`src/rtl/vec_counter_pkg.sv`:
```
// Shared types and helpers for the vector counter bank.
// Optional saturation mode is selected by VEC_COUNTER_SAT_EN in vec_counter_chan.
package vec_counter_pkg;

  typedef enum logic {
    IDLE = 1'b0,
    HOLD = 1'b1
  } snap_state_e;

  // Channel-select width; a single channel still needs a 1-bit select.
  function automatic int unsigned ch_w(input int unsigned n);
    return (n <= 1) ? 1 : $clog2(n);
  endfunction

endpackage

```
`src/rtl/vec_counter_chan.sv`:
```
// Single counter channel: load > enable priority, terminal wrap (or saturate
// when VEC_COUNTER_SAT_EN is defined) with a one-cycle wrap pulse.
module vec_counter_chan #(
  parameter int unsigned     WIDTH = 32,
  parameter longint unsigned STEP  = 1
) (
  input  logic             clk,
  input  logic             rst,
  input  logic             en,
  input  logic             load,
  input  logic [WIDTH-1:0] load_val,
  input  logic [WIDTH-1:0] limit,
  output logic [WIDTH-1:0] count,
  output logic             wrap
);

  localparam logic [WIDTH:0] STEP_EXT = (WIDTH+1)'(STEP);

  logic [WIDTH-1:0] r_count;
  logic             r_wrap;
  logic [WIDTH:0]   w_sum;
  logic             w_term;
  logic [WIDTH-1:0] w_term_val;

  // Extra carry bit keeps an overflowing sum from looking small.
  assign w_sum  = {1'b0, r_count} + STEP_EXT;
  assign w_term = w_sum > {1'b0, limit};

`ifdef VEC_COUNTER_SAT_EN
  assign w_term_val = limit;
`else
  assign w_term_val = '0;
`endif

  always_ff @(posedge clk or posedge rst) begin
    if (rst) begin
      r_count <= '0;
      r_wrap  <= 1'b0;
    end else begin
      r_wrap <= 1'b0;
      if (load) begin
        r_count <= load_val;
      end else if (en) begin
        if (w_term) begin
          r_count <= w_term_val;
          r_wrap  <= 1'b1;
        end else begin
          r_count <= w_sum[WIDTH-1:0];
        end
      end
    end
  end

  assign count = r_count;
  assign wrap  = r_wrap;

endmodule

```
`src/rtl/vec_counter_bank.sv`:
```
// Bank of independent counters with a held single-entry snapshot read port.
// Terminal behaviour follows VEC_COUNTER_SAT_EN (see vec_counter_chan).
module vec_counter_bank
  import vec_counter_pkg::*;
#(
  parameter int unsigned     WIDTH    = 32,
  parameter int unsigned     CHANNELS = 4,
  parameter longint unsigned STEP     = 1
) (
  input  logic                              clk,
  input  logic                              rst,
  input  logic [CHANNELS-1:0]               en,
  input  logic [CHANNELS-1:0]               load,
  input  logic [WIDTH-1:0]                  load_val,
  input  logic [WIDTH-1:0]                  limit,
  output logic [CHANNELS*WIDTH-1:0]         count,
  output logic [CHANNELS-1:0]               wrap,
  input  logic                              rd_req,
  input  logic [ch_w(CHANNELS)-1:0]         rd_sel,
  output logic                              rd_valid,
  input  logic                              rd_ready,
  output logic [WIDTH-1:0]                  rd_data
);

  localparam int unsigned CH_W = ch_w(CHANNELS);

  logic [WIDTH-1:0] w_counts [CHANNELS];
  logic [WIDTH-1:0] w_sel_count;
  snap_state_e      r_state;
  snap_state_e      w_next_state;
  logic [WIDTH-1:0] r_data;
  logic [WIDTH-1:0] w_next_data;
  logic             r_valid;

  for (genvar g = 0; g < CHANNELS; g++) begin : g_chan
    vec_counter_chan #(
      .WIDTH (WIDTH),
      .STEP  (STEP)
    ) u_chan (
      .clk      (clk),
      .rst      (rst),
      .en       (en[g]),
      .load     (load[g]),
      .load_val (load_val),
      .limit    (limit),
      .count    (w_counts[g]),
      .wrap     (wrap[g])
    );
    assign count[g*WIDTH +: WIDTH] = w_counts[g];
  end

  // Select mux; an out-of-range select matches nothing and yields zero.
  always_comb begin
    w_sel_count = '0;
    for (int unsigned i = 0; i < CHANNELS; i++) begin
      if (rd_sel == CH_W'(i)) w_sel_count = w_counts[i];
    end
  end

  always_comb begin
    w_next_state = r_state;
    w_next_data  = r_data;
    case (r_state)
      IDLE: begin
        if (rd_req) begin
          w_next_state = HOLD;
          w_next_data  = w_sel_count;
        end
      end
      HOLD: begin
        if (rd_ready) w_next_state = IDLE;
      end
      default: w_next_state = IDLE;
    endcase
  end

  always_ff @(posedge clk or posedge rst) begin
    if (rst) begin
      r_state <= IDLE;
      r_data  <= '0;
      r_valid <= 1'b0;
    end else begin
      r_state <= w_next_state;
      r_data  <= w_next_data;
      r_valid <= (w_next_state == HOLD);
    end
  end

  assign rd_valid = r_valid;
  assign rd_data  = r_data;

endmodule
```
`config.mk`:
```
export PLATFORM = sky130hd
export DESIGN_NAME = vec_counter_bank
export DESIGN_NICKNAME = d
export VERILOG_FILES = /design/src/rtl/vec_counter_pkg.sv /design/src/rtl/vec_counter_chan.sv /design/src/rtl/vec_counter_bank.sv
export SDC_FILE = /design/constraint.sdc
export NUM_CORES = 1
export LEC_CHECK = 0
export BUFFER_PORTS_ARGS = -buffer_cell sky130_fd_sc_hd__clkbuf_2
export CORE_MARGIN = 8
export CORE_UTILIZATION = 30
export CTS_BUF_LIST = sky130_fd_sc_hd__clkbuf_16
export DETAILED_ROUTE_END_ITERATION = 8
export PLACE_DENSITY_LB_ADDON = 0.25
export SKIP_CTS_REPAIR_TIMING = 1
export SLEW_MARGIN = 20
export SYNTH_ARGS = -nofsm -noshare
export SYNTH_HDL_FRONTEND = slang
export SYNTH_HIERARCHICAL = 1
export SYNTH_SLANG_ARGS = --single-unit
export TNS_END_PERCENT = 1
```
`constraint.sdc`:
```
create_clock -name clk -period 6 [get_ports clk]
set_input_delay 1.8 -clock clk [delete_from_list [all_inputs] [get_ports clk]]
set_output_delay 1.8 -clock clk [all_outputs]
set_load 0.02 [all_outputs]
```
==> reports/metrics.cfg, run 1 <==
[clock_tree]
clkLatencyLatePin_ps = 490
root_buffer = clkbuf_16
cts.sinks = 165
cts-htree-levels = 4
clkTransAtPathRegs_ps = 70
cts_buffer_depth = 2
cts_tree = yes
cts_buffers = 17

[critical_path]
cp-end-kind = flop
cp_top_family = simple AND/OR/NAND/NOR gates
regToRegEndpoint = g_chan[2].u_chan/count[13]
cp.arrival_ps = 6020
path_cells = ha_1 -> nand4_1 -> nor3_1 -> and2_1 -> nand4_1 -> xnor2_2 -> ha_1 -> a21oi_1 -> nor2_1 -> a211oi_1 -> o21ai_1 -> nor3_4 -> buf_4 -> o211ai_1 -> a2bb2oi_1
r2r_cells = 15
crit_buf_inv = 1
worstSetupPathType = flop to flop
crit_required_ps = 6380
cp_slowest_cell = nor3_4
r2r_start = g_chan[2].u_chan/count[0]
cp-start-kind = flop
critPathMaxFanout = 19
max_stage_delay_ps = 660
reg2reg_slack_ps = 370

[floorplan]
ioPinCount = 243
fp.dieW_um = 244
fp.coreArea_mm2 = 0.0514
start_util = 0.304
rows = 83
die_area_mm2 = 0.0597
die-height_um = 244

[route]
wl_per_cell_um = 27.0
drt_iter0_drc = 1528
drt_wl_total_mm = 70.0
drc = 0
vias_per_cell = 5.83
drtAntennaViolNets = 0
drt-pass1-iter-count = 5
num_vias = 15100

[sta]
fin_crit_ps = 5630
tns_ps = 0
clock.fmax_mhz = 178
drv_slew = 0
setup-violations-final = 0
maxSlewHeadroom = 0.334
worst_slew_pin_slew_ps = 998
hold_violations = 0
fin_skew_ps = 25.3
post-route-period-util = 0.939
rsz0062_at_grt = no

[grt]
grt_pass1_vias = 14700
grt_usage = 0.227
antenna_found_initial = 5
grt_pass1_wl_mm = 102
overflow = 0
grt_start_max_net_pins = 64

[yosys]
synth_nets = 1924
ys.flop_type = dfrtp_1
async_flop_share = 1.00
syn_area_per_cell_um2 = 9.12
yosys_warnings = 6
yosysSeqAreaShare = 0.264
synth-seq-cells = 165
synth_cell_type_count = 70
synth-edff-count = 0
syn-instance-count = 1714
netlist_area_mm2 = 0.0156

[placed_design]
routabilityCongestion = 0.930
dp_hpwl_mm = 55.9
port_buffers = 242
dp_cells = 2556

[power]
switching_share = 0.425
leakagePower_nw = 8.19
p_clk_frac = 0.271
powerDensity_mw_per_mm2 = 261
p_comb_frac = 0.375
p_int_mw = 2.70
p_sw_mw = 1.99
pwr-share-seq = 0.353
peakVddDrop_v = 0.000178

[min_path]
hold_end = rd_data[8]
hold_depth = 1
hold_class = flop to flop
hp-start = rd_data[8]

[flow_run]
drv_cap = 0

[cells_and_area]
finish.utilization = 0.350
fin_nets = 2105
drive_gt1_frac = 0.235
synthToLayoutAreaGrowth_pct = 14.9
fin_cells = 2592

[outcome]
status = finished clean

==> power groups by stage <==
| stage | logic, mW | registers, mW | clock network [mW] |
|---|---|---|---|
| floorplan | 0.984 | 1.73 | 0 |
| CTS | 1.77 | 1.65 | 1.29 |
| global placement | 1.74 | 1.66 | 0 |
| finish | 1.76 | 1.66 | 1.27 |
| global route | 1.90 | 1.68 | 1.33 |
| detailed placement | 1.76 | 1.67 | 0 |
==> cell families after synthesis <==
kind of cell,share of synthesized area
fa+ha+maj,0.106
flops,0.264
buf+inv,0.0781
compound gates,0.211
xor+xnor,0.0694
simple gates,0.195
mux,0.0768
==> per-layer routing <==
layer / GRT usage / vias up / part of all wire
met5: 0 / - / 0
met4: 0.0703 / 0 / 0.025
met3: 0.0417 / 75 / 0.078
met2: 0.374 / 665 / 0.48
met1: 0.300 / 7639 / 0.42
li1: - / 6731 / -
==> cells in the final DEF (no fill, tap or decap), types with 30 or more instances in the layout <==
master / n
nand3_1: 54
and3_1: 48
o211ai_1: 98
dfrtp_1: 165
a2bb2oi_1: 63
clkbuf_2: 242
nand4_1: 45
xnor2_1: 83
nor2b_1: 32
nor2_1: 67
inv_1: 168
nand2_1: 128
ha_1: 132
mux2_4: 30
o21ai_0: 41
mux4_2: 30
a21oi_1: 133
==> sequential cells by signal (all words and copies together) (netlist names) <==
register	flops
g_chan.u_chan/count	128
rd_valid	1
g_chan.u_chan/wrap	4
rd_data	32
==> synth_stat cells (all sizes together) (21+ instances only) <==
cell | instances | area share
nand3 | 55 | 0.018
a41oi | 21 | 0.012
a2bb2oi | 63 | 0.035
o2111ai | 21 | 0.012
inv | 169 | 0.041
buf | 52 | 0.024
a21oi | 133 | 0.043
xor2 | 26 | 0.015
ha | 132 | 0.11
o211ai | 107 | 0.054
nand4 | 62 | 0.032
nor4 | 21 | 0.022
xnor2 | 91 | 0.055
mux2 | 32 | 0.030
mux4 | 32 | 0.047
dfrtp | 165 | 0.26
nand2 | 128 | 0.031
nor2 | 73 | 0.018
clkbuf | 55 | 0.013
o21ai | 59 | 0.020
nor2b | 33 | 0.013
and3 | 48 | 0.019
==> cell type report <==
type / instances / area [um2]
antenna: 4 / 10.0
multi-input combinational: 1273 / 10300
timing repair buffer: 269 / 1410
fill: 5240 / 33400
tap: 680 / 851
sequential: 165 / 4130
clock inverter: 15 / 214
inverter: 169 / 634
clock buffer: 17 / 425
==> how the worst max path moves through the flow <==
stage / startpoint / to / slack [ps] / cells after the start
finish: g_chan[2].u_chan/count[0] / g_chan[2].u_chan/count[13] / 370 / 15
global route: g_chan[2].u_chan/count[0] / g_chan[2].u_chan/count[16] / 130 / 15
CTS: g_chan[2].u_chan/count[0] / g_chan[2].u_chan/count[26] / 370 / 15
detailed placement: g_chan[2].u_chan/count[0] / g_chan[2].u_chan/count[13] / 410 / 15
global placement: g_chan[2].u_chan/count[0] / g_chan[2].u_chan/count[13] / 480 / 15
floorplan: g_chan[0].u_chan/count[0] / g_chan[0].u_chan/count[4] / 2130 / 14
==> stage by stage <==
step                      total power [mW]  cell area [um2]  hold WS [ps]  setup WS (ps)
final                                 4.69            18000           518            367
after global routing                  4.91            18000           530            135
after CTS                             4.71            18000           519            372
after detailed placement              3.43            17300           495            411
after global placement                3.40            17300           496            478
after floorplan                       2.72            15600           594           2130
Note: power is estimated with default switching activity, not from simulation.
==> inputs of run 2 (changes only) <==
--- a/config.mk
+++ b/config.mk
@@ -7,7 +7,7 @@
 export LEC_CHECK = 0
 export BUFFER_PORTS_ARGS = -buffer_cell sky130_fd_sc_hd__clkbuf_2
 export CORE_MARGIN = 8
-export CORE_UTILIZATION = 30
+export CORE_UTILIZATION = 60
 export CTS_BUF_LIST = sky130_fd_sc_hd__clkbuf_16
 export DETAILED_ROUTE_END_ITERATION = 8
 export PLACE_DENSITY_LB_ADDON = 0.25
==> run 2 against run 1 <==
Clock power decreased by 8%. Clock-buffer cell count unchanged. Hold slack better by 0.79 ps. Die area is 47% lower. Global-route usage grew 15 points. Non-clock buffer count up 4. Critical endpoint is now g_chan[3].u_chan/count[2]. Largest power group unchanged.
==> reports/metrics.cfg, run 2 (synthesis gave the netlist of run 1 again) <==
[route]
drc = 0
drt-pass1-iter-count = 6
drt_iter0_drc = 1897
wl_per_cell_um = 26.6
vias_per_cell = 6.78
drtAntennaViolNets = 0
drt_wl_total_mm = 59.9
num_vias = 15200

[critical_path]
path_cells = ha_1 -> nand4_1 -> or3_4 -> nor3_2 -> nor3b_2 -> xor2_1 -> ha_1 -> a21oi_1 -> o21ai_1 -> a221oi_1 -> o21ai_1 -> nor3_4 -> buf_4 -> o21ai_2 -> o311ai_1
worstSetupPathType = flop to flop
regToRegEndpoint = g_chan[3].u_chan/count[2]
reg2reg_slack_ps = 720
r2r_cells = 15
critPathLaunch = g_chan[3].u_chan/count[0]
cp_slowest_cell = nor3_4
crit_required_ps = 6320
cp-start-kind = flop
cp.arrival_ps = 5610
r2r_start = g_chan[3].u_chan/count[0]
max_stage_delay_ps = 710
crit_end = g_chan[3].u_chan/count[2]
cp-end-kind = flop
critPathMaxFanout = 18

[power]
p_clk_frac = 0.257
powerDensity_mw_per_mm2 = 260
p_int_mw = 2.62
p_sw_mw = 1.93
p_comb_frac = 0.379
design_power_total_mw = 4.55
leakagePower_nw = 8.20
peakVddDrop_v = 0.000160
switching_share = 0.425
pwr-share-seq = 0.363

[sta]
maxSlewHeadroom = 0.279
clock.fmax_mhz = 189
hold_violations = 0
tns_ps = 0
drv_slew = 0
fin_skew_ps = 15.4
worst_slew_pin_slew_ps = 1080
setup-violations-final = 0
rsz0062_at_grt = no
worst_slack_ps = 715
whs_ps = 518
post-route-period-util = 0.881
fin_crit_ps = 5280

[floorplan]
start_util = 0.605
die_area_mm2 = 0.0315
rows = 59
ioPinCount = 243
die-height_um = 177
fp.dieW_um = 177
fp.coreArea_mm2 = 0.0258

[outcome]
status = finished clean

[placed_design]
routabilityCongestion = 1.03
dp_slack_ps = 993
dp_hpwl_mm = 46.5
port_buffers = 242

[clock_tree]
cts_tree = yes
root_buffer = clkbuf_16
cts-htree-levels = 4
clkTransAtPathRegs_ps = 70
cts_buffers = 17
cts.sinks = 165
cts_buffer_depth = 2
clkLatencyLatePin_ps = 440

[grt]
grt_start_max_net_pins = 64
grtUsageMet2 = 0.558
antenna_found_initial = 0
use_met1 = 0.492
busiest_layer = met2
overflow = 0
grt_usage = 0.374
grt_util_met3 = 0.126
grt_pass1_vias = 14600
grt_pass1_wl_mm = 89.2

[cells_and_area]
layout_common_cells = clkbuf_2, inv_1, dfrtp_1
finish.utilization = 0.678
fin_nets = 2109
synthToLayoutAreaGrowth_pct = 12.0
largest_reg_flops = 128
final_common_cell = clkbuf_2
drive_gt1_frac = 0.236
insertedDiodeCount = 0

[flow_run]
drv_cap = 0

[min_path]
hold_class = flop to flop

==> run 2: changes by cell type in the layout (fill, tap and decap cells not counted), sizes merged <==
cell / previous run / this run
buf: 27 / 32
diode: 4 / 0
clkinv: 2 / 5
bufinv: 4 / 2
clkbuf: 259 / 258
clkinvlp: 2 / 1
==> run 2: critical path, delay by kind of cell, from the launching register on <==
| family | cells | cell delay (ps) |
|---|---|---|
| DFF | 1 | 500 |
| buffers and inverters | 1 | 390 |
| and+or+nand+nor | 5 | 1920 |
| AOI/OAI and AO/OA | 6 | 1360 |
| adders and majority gates | 2 | 640 |
| xor gates and xnor gates | 1 | 340 |
==> run 2: power by group through the flow <==
stage / combinational, mW / sequential [mW] / clock [mW]
2_1_floorplan: 0.984 / 1.73 / 0
3_3_place_gp: 1.66 / 1.64 / 0
3_5_place_dp: 1.70 / 1.65 / 0
4_1_cts: 1.71 / 1.63 / 1.18
5_1_grt: 1.85 / 1.66 / 1.22
6_report: 1.73 / 1.65 / 1.17
==> run 2: final cells by class <==
cell class              instances  area [um2]
fillers                      2123        8320
inverters                     169         634
well taps                     335         419
clock inverters                15         170
repair buffers                273        1440
multi-input cells            1273       10300
clock buffers                  17         425
flip-flops and latches        165        4130
==> run 2: through the flow <==
stage,cell area (um2),std cells
2_1_floorplan,15600,1714
3_3_place_gp,16900,2215
3_5_place_dp,16900,2215
4_1_cts,17500,2247
5_1_grt,17500,2247
6_report,17500,2247
==> run 2: routing by layer <==
metal | vias up | wire (um)
met4 | 0 | 2280
li1 | 6729 | -
met5 | - | 0
met2 | 974 | 26400
met1 | 7387 | 23000
met3 | 143 | 8210
==> run 2: worst min path at each step <==
stage                     start  slack (ps)     endpoint  depth (start not counted)
CTS                 rd_data[19]         520  rd_data[19]                          1
global route        rd_data[26]         530  rd_data[26]                          1
global placement    rd_data[19]         500  rd_data[19]                          1
floorplan              rd_valid         590     rd_valid                          1
finish              rd_data[19]         520  rd_data[19]                          1
detailed placement  rd_data[16]         500  rd_data[16]                          1
